==> config.mk <==
export PLATFORM = sky130hd
export DESIGN_NAME = turn_controller
export DESIGN_NICKNAME = d
export VERILOG_FILES = /design/src/rtl/turn_controller.sv
export SDC_FILE = /design/constraint.sdc
export NUM_CORES = 1
export LEC_CHECK = 0
export CORE_MARGIN = 1.5
export CORE_UTILIZATION = 58
export CTS_BUF_LIST = sky130_fd_sc_hd__clkbuf_8
export CTS_CLUSTER_SIZE = 10
export DETAILED_ROUTE_END_ITERATION = 8
export GPL_TIMING_DRIVEN = 0
export PLACE_DENSITY = 0.83
export SKIP_CTS_REPAIR_TIMING = 1
export SYNTH_ARGS = -nofsm -noshare
export SYNTH_HDL_FRONTEND = slang
export SYNTH_SLANG_ARGS = --single-unit
==> constraint.sdc <==
create_clock -name clk -period 2.65 [get_ports clk]
set_input_delay 0.265 -clock clk [delete_from_list [all_inputs] [get_ports clk]]
set_output_delay 0.265 -clock clk [all_outputs]
set_load 0.05 [all_outputs]
==> src/rtl/turn_controller.sv <==
// Turn sequencer for the four-in-a-row board: owns the active player, runs the
// per-turn countdown, issues board strobes and latches the game result.
module turn_controller #(
  parameter int unsigned CLK_HZ       = 50_000_000,
  parameter int unsigned TURN_SECONDS = 10,
  parameter int unsigned WATCHDOG     = 4
) (
  input  logic       clk,
  input  logic       rst,
  input  logic       start,
  input  logic       move_valid,
  input  logic [2:0] move_col,
  input  logic       player_moved,
  input  logic       column_full,
  input  logic       theres_a_winner,
  input  logic       board_full,
  output logic [2:0] selected_col,
  output logic [2:0] col_to_check,
  output logic       current_player,
  output logic       check_col,
  output logic       place_token,
  output logic       place_token_randomly,
  output logic       check_win,
  output logic [3:0] seconds_left,
  output logic       timeout,
  output logic       col_rejected,
  output logic       fault,
  output logic       game_over,
  output logic [1:0] winner,
  output logic       draw
);

  localparam int unsigned PW = (CLK_HZ > 1) ? $clog2(CLK_HZ) : 1;
  localparam int unsigned WW = (WATCHDOG > 1) ? $clog2(WATCHDOG) : 1;
  localparam logic [PW-1:0] PRESC_LAST = PW'(CLK_HZ - 1);
  localparam logic [WW-1:0] WD_LAST    = WW'(WATCHDOG - 1);
  localparam logic [3:0]    SECS_FULL  = 4'(TURN_SECONDS);

  typedef enum logic [3:0] {
    IDLE,
    WAIT_MOVE,
    CHECK_COL,
    PLACE,
    PLACE_RAND,
    WAIT_PLACED,
    CHECK_WIN,
    SWITCH,
    GAME_OVER
  } state_t;

  state_t          state_q, state_d;
  logic            player_q, player_d;
  logic [3:0]      secs_q, secs_d;
  logic [PW-1:0]   presc_q, presc_d;
  logic [2:0]      col_q, col_d;
  logic [WW-1:0]   wd_q, wd_d;
  logic            timeout_q, timeout_d;
  logic            rej_q, rej_d;
  logic            fault_q, fault_d;
  logic [1:0]      winner_q, winner_d;
  logic            draw_q, draw_d;

  logic            sec_tick;
  logic            expire;

  assign sec_tick = (presc_q == PRESC_LAST);
  assign expire   = sec_tick && (secs_q <= 4'd1);

  always_ff @(posedge clk or posedge rst) begin
    if (rst) begin
      state_q   <= IDLE;
      player_q  <= 1'b0;
      secs_q    <= SECS_FULL;
      presc_q   <= '0;
      col_q     <= '0;
      wd_q      <= '0;
      timeout_q <= 1'b0;
      rej_q     <= 1'b0;
      fault_q   <= 1'b0;
      winner_q  <= '0;
      draw_q    <= 1'b0;
    end else begin
      state_q   <= state_d;
      player_q  <= player_d;
      secs_q    <= secs_d;
      presc_q   <= presc_d;
      col_q     <= col_d;
      wd_q      <= wd_d;
      timeout_q <= timeout_d;
      rej_q     <= rej_d;
      fault_q   <= fault_d;
      winner_q  <= winner_d;
      draw_q    <= draw_d;
    end
  end

  always_comb begin
    state_d   = state_q;
    player_d  = player_q;
    secs_d    = secs_q;
    presc_d   = presc_q;
    col_d     = col_q;
    wd_d      = wd_q;
    timeout_d = 1'b0;
    rej_d     = 1'b0;
    fault_d   = 1'b0;
    winner_d  = winner_q;
    draw_d    = draw_q;

    case (state_q)
      IDLE: begin
        if (start) begin
          player_d = 1'b0;
          secs_d   = SECS_FULL;
          presc_d  = '0;
          state_d  = WAIT_MOVE;
        end
      end

      WAIT_MOVE: begin
        presc_d = sec_tick ? '0 : presc_q + PW'(1);
        if (sec_tick && !expire) begin
          secs_d = secs_q - 4'd1;
        end
        // A move in the expiry cycle wins: the last second is kept, no timeout.
        if (move_valid) begin
          if (move_col != 3'd7) begin
            col_d   = move_col;
            state_d = CHECK_COL;
          end else begin
            rej_d = 1'b1;
          end
        end else if (expire) begin
          secs_d    = '0;
          timeout_d = 1'b1;
          state_d   = PLACE_RAND;
        end
      end

      CHECK_COL: begin
        if (column_full) begin
          rej_d   = 1'b1;
          state_d = WAIT_MOVE;
        end else begin
          state_d = PLACE;
        end
      end

      PLACE, PLACE_RAND: begin
        wd_d    = '0;
        state_d = WAIT_PLACED;
      end

      WAIT_PLACED: begin
        if (player_moved) begin
          state_d = CHECK_WIN;
        end else if (wd_q == WD_LAST) begin
          fault_d = 1'b1;
          secs_d  = SECS_FULL;
          presc_d = '0;
          state_d = WAIT_MOVE;
        end else begin
          wd_d = wd_q + WW'(1);
        end
      end

      CHECK_WIN: begin
        if (theres_a_winner) begin
          winner_d = {1'b0, player_q} + 2'd1;
          state_d  = GAME_OVER;
        end else if (board_full) begin
          draw_d   = 1'b1;
          winner_d = '0;
          state_d  = GAME_OVER;
        end else begin
          // Handoff is applied on entry so the new player is visible during SWITCH.
          player_d = ~player_q;
          secs_d   = SECS_FULL;
          presc_d  = '0;
          state_d  = SWITCH;
        end
      end

      SWITCH: begin
        state_d = WAIT_MOVE;
      end

      GAME_OVER: begin
        state_d = GAME_OVER;
      end

      default: begin
        state_d = IDLE;
      end
    endcase
  end

  assign selected_col         = col_q;
  assign col_to_check         = col_q;
  assign current_player       = player_q;
  assign check_col            = (state_q == CHECK_COL);
  assign place_token          = (state_q == PLACE);
  assign place_token_randomly = (state_q == PLACE_RAND);
  assign check_win            = (state_q == CHECK_WIN);
  assign seconds_left         = secs_q;
  assign timeout              = timeout_q;
  assign col_rejected         = rej_q;
  assign fault                = fault_q;
  assign game_over            = (state_q == GAME_OVER);
  assign winner               = winner_q;
  assign draw                 = draw_q;

endmodule

==> impl_summary.log, run 1 <==
[metrics] Highest Clock Rate: 405 MHz
[metrics] area added between synthesis and finish: 18.2%
[metrics] number of design rule violations left after detail routing: 0
[metrics] DR pass1 iterations: 4
[metrics] primary flip-flop cell chosen by synthesis mapping: dfrtp_1
[metrics] Mapped Avg Cell Area: 9.14 um2
[metrics] antenna-violating nets left: 0
[metrics] clk_lat worst skew: 0.30 ns
[metrics] design internal power: ~0.0015 W
[metrics] post-route fraction of the period consumed by the critical path: 93.2%
[metrics] leading cell type in the layout, fill and taps excluded: dfrtp_1
[metrics] final-report setup violation count: 0
[metrics] count of distinct cell types in the synthesized netlist: between 50 and 60
[metrics] grt ovf: 0
[metrics] number of sinks handled by clock tree synthesis: 46
[metrics] critical path start-end classification: reg2out
[metrics] first-pass GRT wire length: 10,100 um
[metrics] vias in the first global route: 2,215
[metrics] CP max FO: 10
[metrics] area of the die: about 5000 um2
[metrics] net total in the final layout: about 350
[metrics] initial cell density of the core: 60.8%
[metrics] clock transition at the registers of the reported paths: 0.08 ns
[metrics] crit path capture type: primary output
[metrics] clock buffers created by TritonCTS: 5
[metrics] Via-to-Cell Ratio: between 6 and 7
[metrics] shortest period the worst path allows: approximately 2.5 ns
[metrics] clock tree root driver cell: clkbuf_8
[metrics] synthesized instance count: approximately 300
[metrics] sequential share of power: 33.0%
[metrics] placeable core area: between 4000 and 5000 um2
[metrics] CP Cell Sequence: clkbuf_1, nor2b_1, nand2_1, inv_1, clkdlybuf4s50_1
[metrics] number of enable flip-flop cells after synthesis: 0
[metrics] type of element launching the critical path: register
[metrics] worst slew margin relative to its limit: between 60% and 70%
[metrics] Detailed Route WL: 5880 um
[metrics] setup repair after global routing missed its margin: no
[metrics] number of standard-cell rows in the floorplan: 24
[metrics] buffers and inverters on the worst path: 3
[metrics] delay contributed by the slowest stage of the critical path: 0.80 ns
[metrics] count of boundary I/O pins: 33
[metrics] Setup Slack @ Placement: -0.00300 ns
[metrics] worst-case clock buffer depth: 2
[metrics] critical path's top delay family: buffers and inverters
[metrics] area taken by multi-input logic gates: about 1400 um2
[metrics] width of the die: 70.8 um
[metrics] final HPWL from detailed placement: between 4000 and 5000 um
[metrics] initial drt markers: roughly 140
[metrics] worst vdd rail ir drop: 454 uV
[metrics] outcome: complete, no violations
[metrics] Critical-path top delay cell: clkdlybuf4s50_1
[metrics] H-tree levels: 2
[metrics] arrival time worst endpoint: about 2.2 ns
[metrics] largest net degree at the start of global routing: 39
[metrics] switching fraction of total power: 45.1%
[metrics] die extent in y: 70.8 um
[metrics] top library cells by usage in the layout, fill and taps aside: 44 x dfrtp_1, 31 x clkdlybuf4s50_1, 26 x nand2_1
[metrics] Fill cells: 347
[metrics] standby leakage power: roughly 1.4 nW
[metrics] fraction of final layout cells sized beyond drive strength 1: 8.13%
[metrics] required time at the endpoint of the critical path: 2.38 ns
[metrics] vias: 2,348
[metrics] Seq cells post-synth: 46
[metrics] count of final max-slew check failures: 0
[metrics] synthesized net count: 307
[metrics] combinational share of power: approximately 53%
[metrics] Reg area: 1150 um2
[metrics] power share of the clock group: between 10% and 20%
[metrics] Cell Area, Synth: 2670 um2
[metrics] class of the tightest hold or removal check: in2async
[metrics] initial antenna violation count: 0
[metrics] pwr/cell area: 885 nW/um2
[metrics] sequential fraction of the synthesis area: between 40% and 50%
[metrics] Port Buf Inserts: 32
[metrics] Final Hold Fails: 0
[metrics] TritonCTS clock tree: done
[metrics] placer's final routability congestion estimate: 0.837
[metrics] average wire per cell in the routed design: 15.3 um
[metrics] Warnings, synthesis: 0
[metrics] max-capacitance violation count: 0
[metrics] Async SR Flop Fraction: 100%
[metrics] clock skew after layout: between 0.005 and 0.006 ns
[metrics] global-route usage over all layers: 25.1%
[metrics] diodes inserted: 0
[metrics] transition at the pin with the smallest max-transition slack: 0.595 ns
[metrics] fin worst setup slack: 0.180 ns
[metrics] Sw Pwr: 0.00126 W
[metrics] Post-Route Setup TNS: 0 ns
[metal layers]
metal	vias to the layer above	GRT usage [%]	share of wire (%)
met5	-	0	0
met4	0	7.34	1.2
met3	5	4.42	4.9
met2	67	42.1	49
met1	1108	33.6	45
li1	1168	-	-
[state kept, by name, summed over array words and instances (netlist names), 2 cells and up]
signal / flops
wd_q: 2
winner: 2
seconds_left: 4
presc_q: 26
state_q: 4
col_to_check: 3
[worst register-to-register path: cells and delay by family (launching register included)]
kind	cells	cell delay [ns]
AND/OR/NAND/NOR	4	1.12
flip-flops	1	0.41
buffers and inverters	2	0.40
adder cells (fa/ha/maj)	1	0.23
AO/OA/AOI/OAI	1	0.18
[per-stage QoR]
step	area [um2]	hold slack (ns)	power (W)	instances	utilization, %
global placement	3050	0.461	0.00238	376	69.6
detailed placement	3070	0.462	0.00242	377	70.1
CTS	3150	0.200	0.00281	384	71.8
global route	3150	0.204	0.00296	384	71.9
finish	3150	0.190	0.00279	384	71.9
floorplan	2670	0.337	0.00199	292	-
[power by group through the flow]
| stage | clock [W] | combinational, W | sequential [W] |
|---|---|---|---|
| after floorplan | 0 | 0.000907 | 0.00108 |
| after global placement | 0 | 0.00146 | 0.000923 |
| after detailed placement | 0 | 0.00148 | 0.000934 |
| after CTS | 0.000404 | 0.00148 | 0.000919 |
| after global routing | 0.000435 | 0.00159 | 0.000939 |
| final | 0.000395 | 0.00147 | 0.000921 |
[cells in the mapped netlist (all sizes together) (3+ instances only)]
master,number,area (um2)
and2,4,25.0
and3,4,25.0
o21ai,21,105
dfrtp,44,1100
or4,6,48.8
nand4,8,50.1
nand2,26,97.6
or3,6,37.5
buf,10,87.6
nor4,12,81.3
nor2,16,60.1
o31ai,5,37.5
nand2b,3,18.8
a31oi,3,18.8
and4,5,43.8
a211oi,3,22.5
or2,3,18.8
inv,11,41.3
a21oi,17,85.1
nor2b,4,25.0
ha,4,50.1
nor3,11,55.1
xnor2,7,61.3
a21o,8,60.1
o22a,3,26.3
clkbuf,7,26.3
nand3,11,55.1
nand3b,3,22.5
[layout make-up]
cell class                 instances  share of cell area, %
buffer                            17                   3.61
clock buffer                       5                   2.18
clock inverter                     2                  0.238
inverter                          11                   1.31
multi-input combinational        218                   43.1
sequential                        46                   36.6
tap                               52                   2.06
timing repair buffer              33                   10.9
[kinds of logic after synthesis]
logic type	synth area share (%)
adders and majority gates	1.88
muxes	0.422
and+or+nand+nor	27.0
DFF	43.2
AOI/OAI and AO/OA	19.0
xor gates and xnor gates	2.63
buffers and inverters	5.82
[path summary, 6_finish.rpt]
| path | from | to | slack, ns | cells past startpoint |
|---|---|---|---|---|
| max | state_q[1]$_DFFE_PP0P_ | check_col | 0.18 | 5 |
| max reg2reg | presc_q[0]$_DFFE_PP0P_ | presc_q[20]$_DFFE_PP0P_ | 0.24 | 8 |
| min reg2reg | draw$_DFFE_PP0P_ | draw$_DFFE_PP0P_ | 0.48 | 1 |
| min in group clk | draw$_DFFE_PP0P_ | draw$_DFFE_PP0P_ | 0.48 | 1 |
| max in group asynchronous | rst | seconds_left[1]$_DFFE_PP1P_ | 1.92 | 3 |
| min | rst | draw$_DFFE_PP0P_ | 0.19 | 2 |
Note: power is estimated with default switching activity, not from simulation.
==> inputs of run 2 (changes only) <==
--- a/config.mk
+++ b/config.mk
@@ -8,7 +8,7 @@
 export CORE_MARGIN = 1.5
 export CORE_UTILIZATION = 58
 export CTS_BUF_LIST = sky130_fd_sc_hd__clkbuf_8
-export CTS_CLUSTER_SIZE = 10
+export CTS_CLUSTER_SIZE = 24
 export DETAILED_ROUTE_END_ITERATION = 8
 export GPL_TIMING_DRIVEN = 0
 export PLACE_DENSITY = 0.83
==> results of run 2 <==
Same layout as run 1: the final DEF is identical, and so are final timing and power.
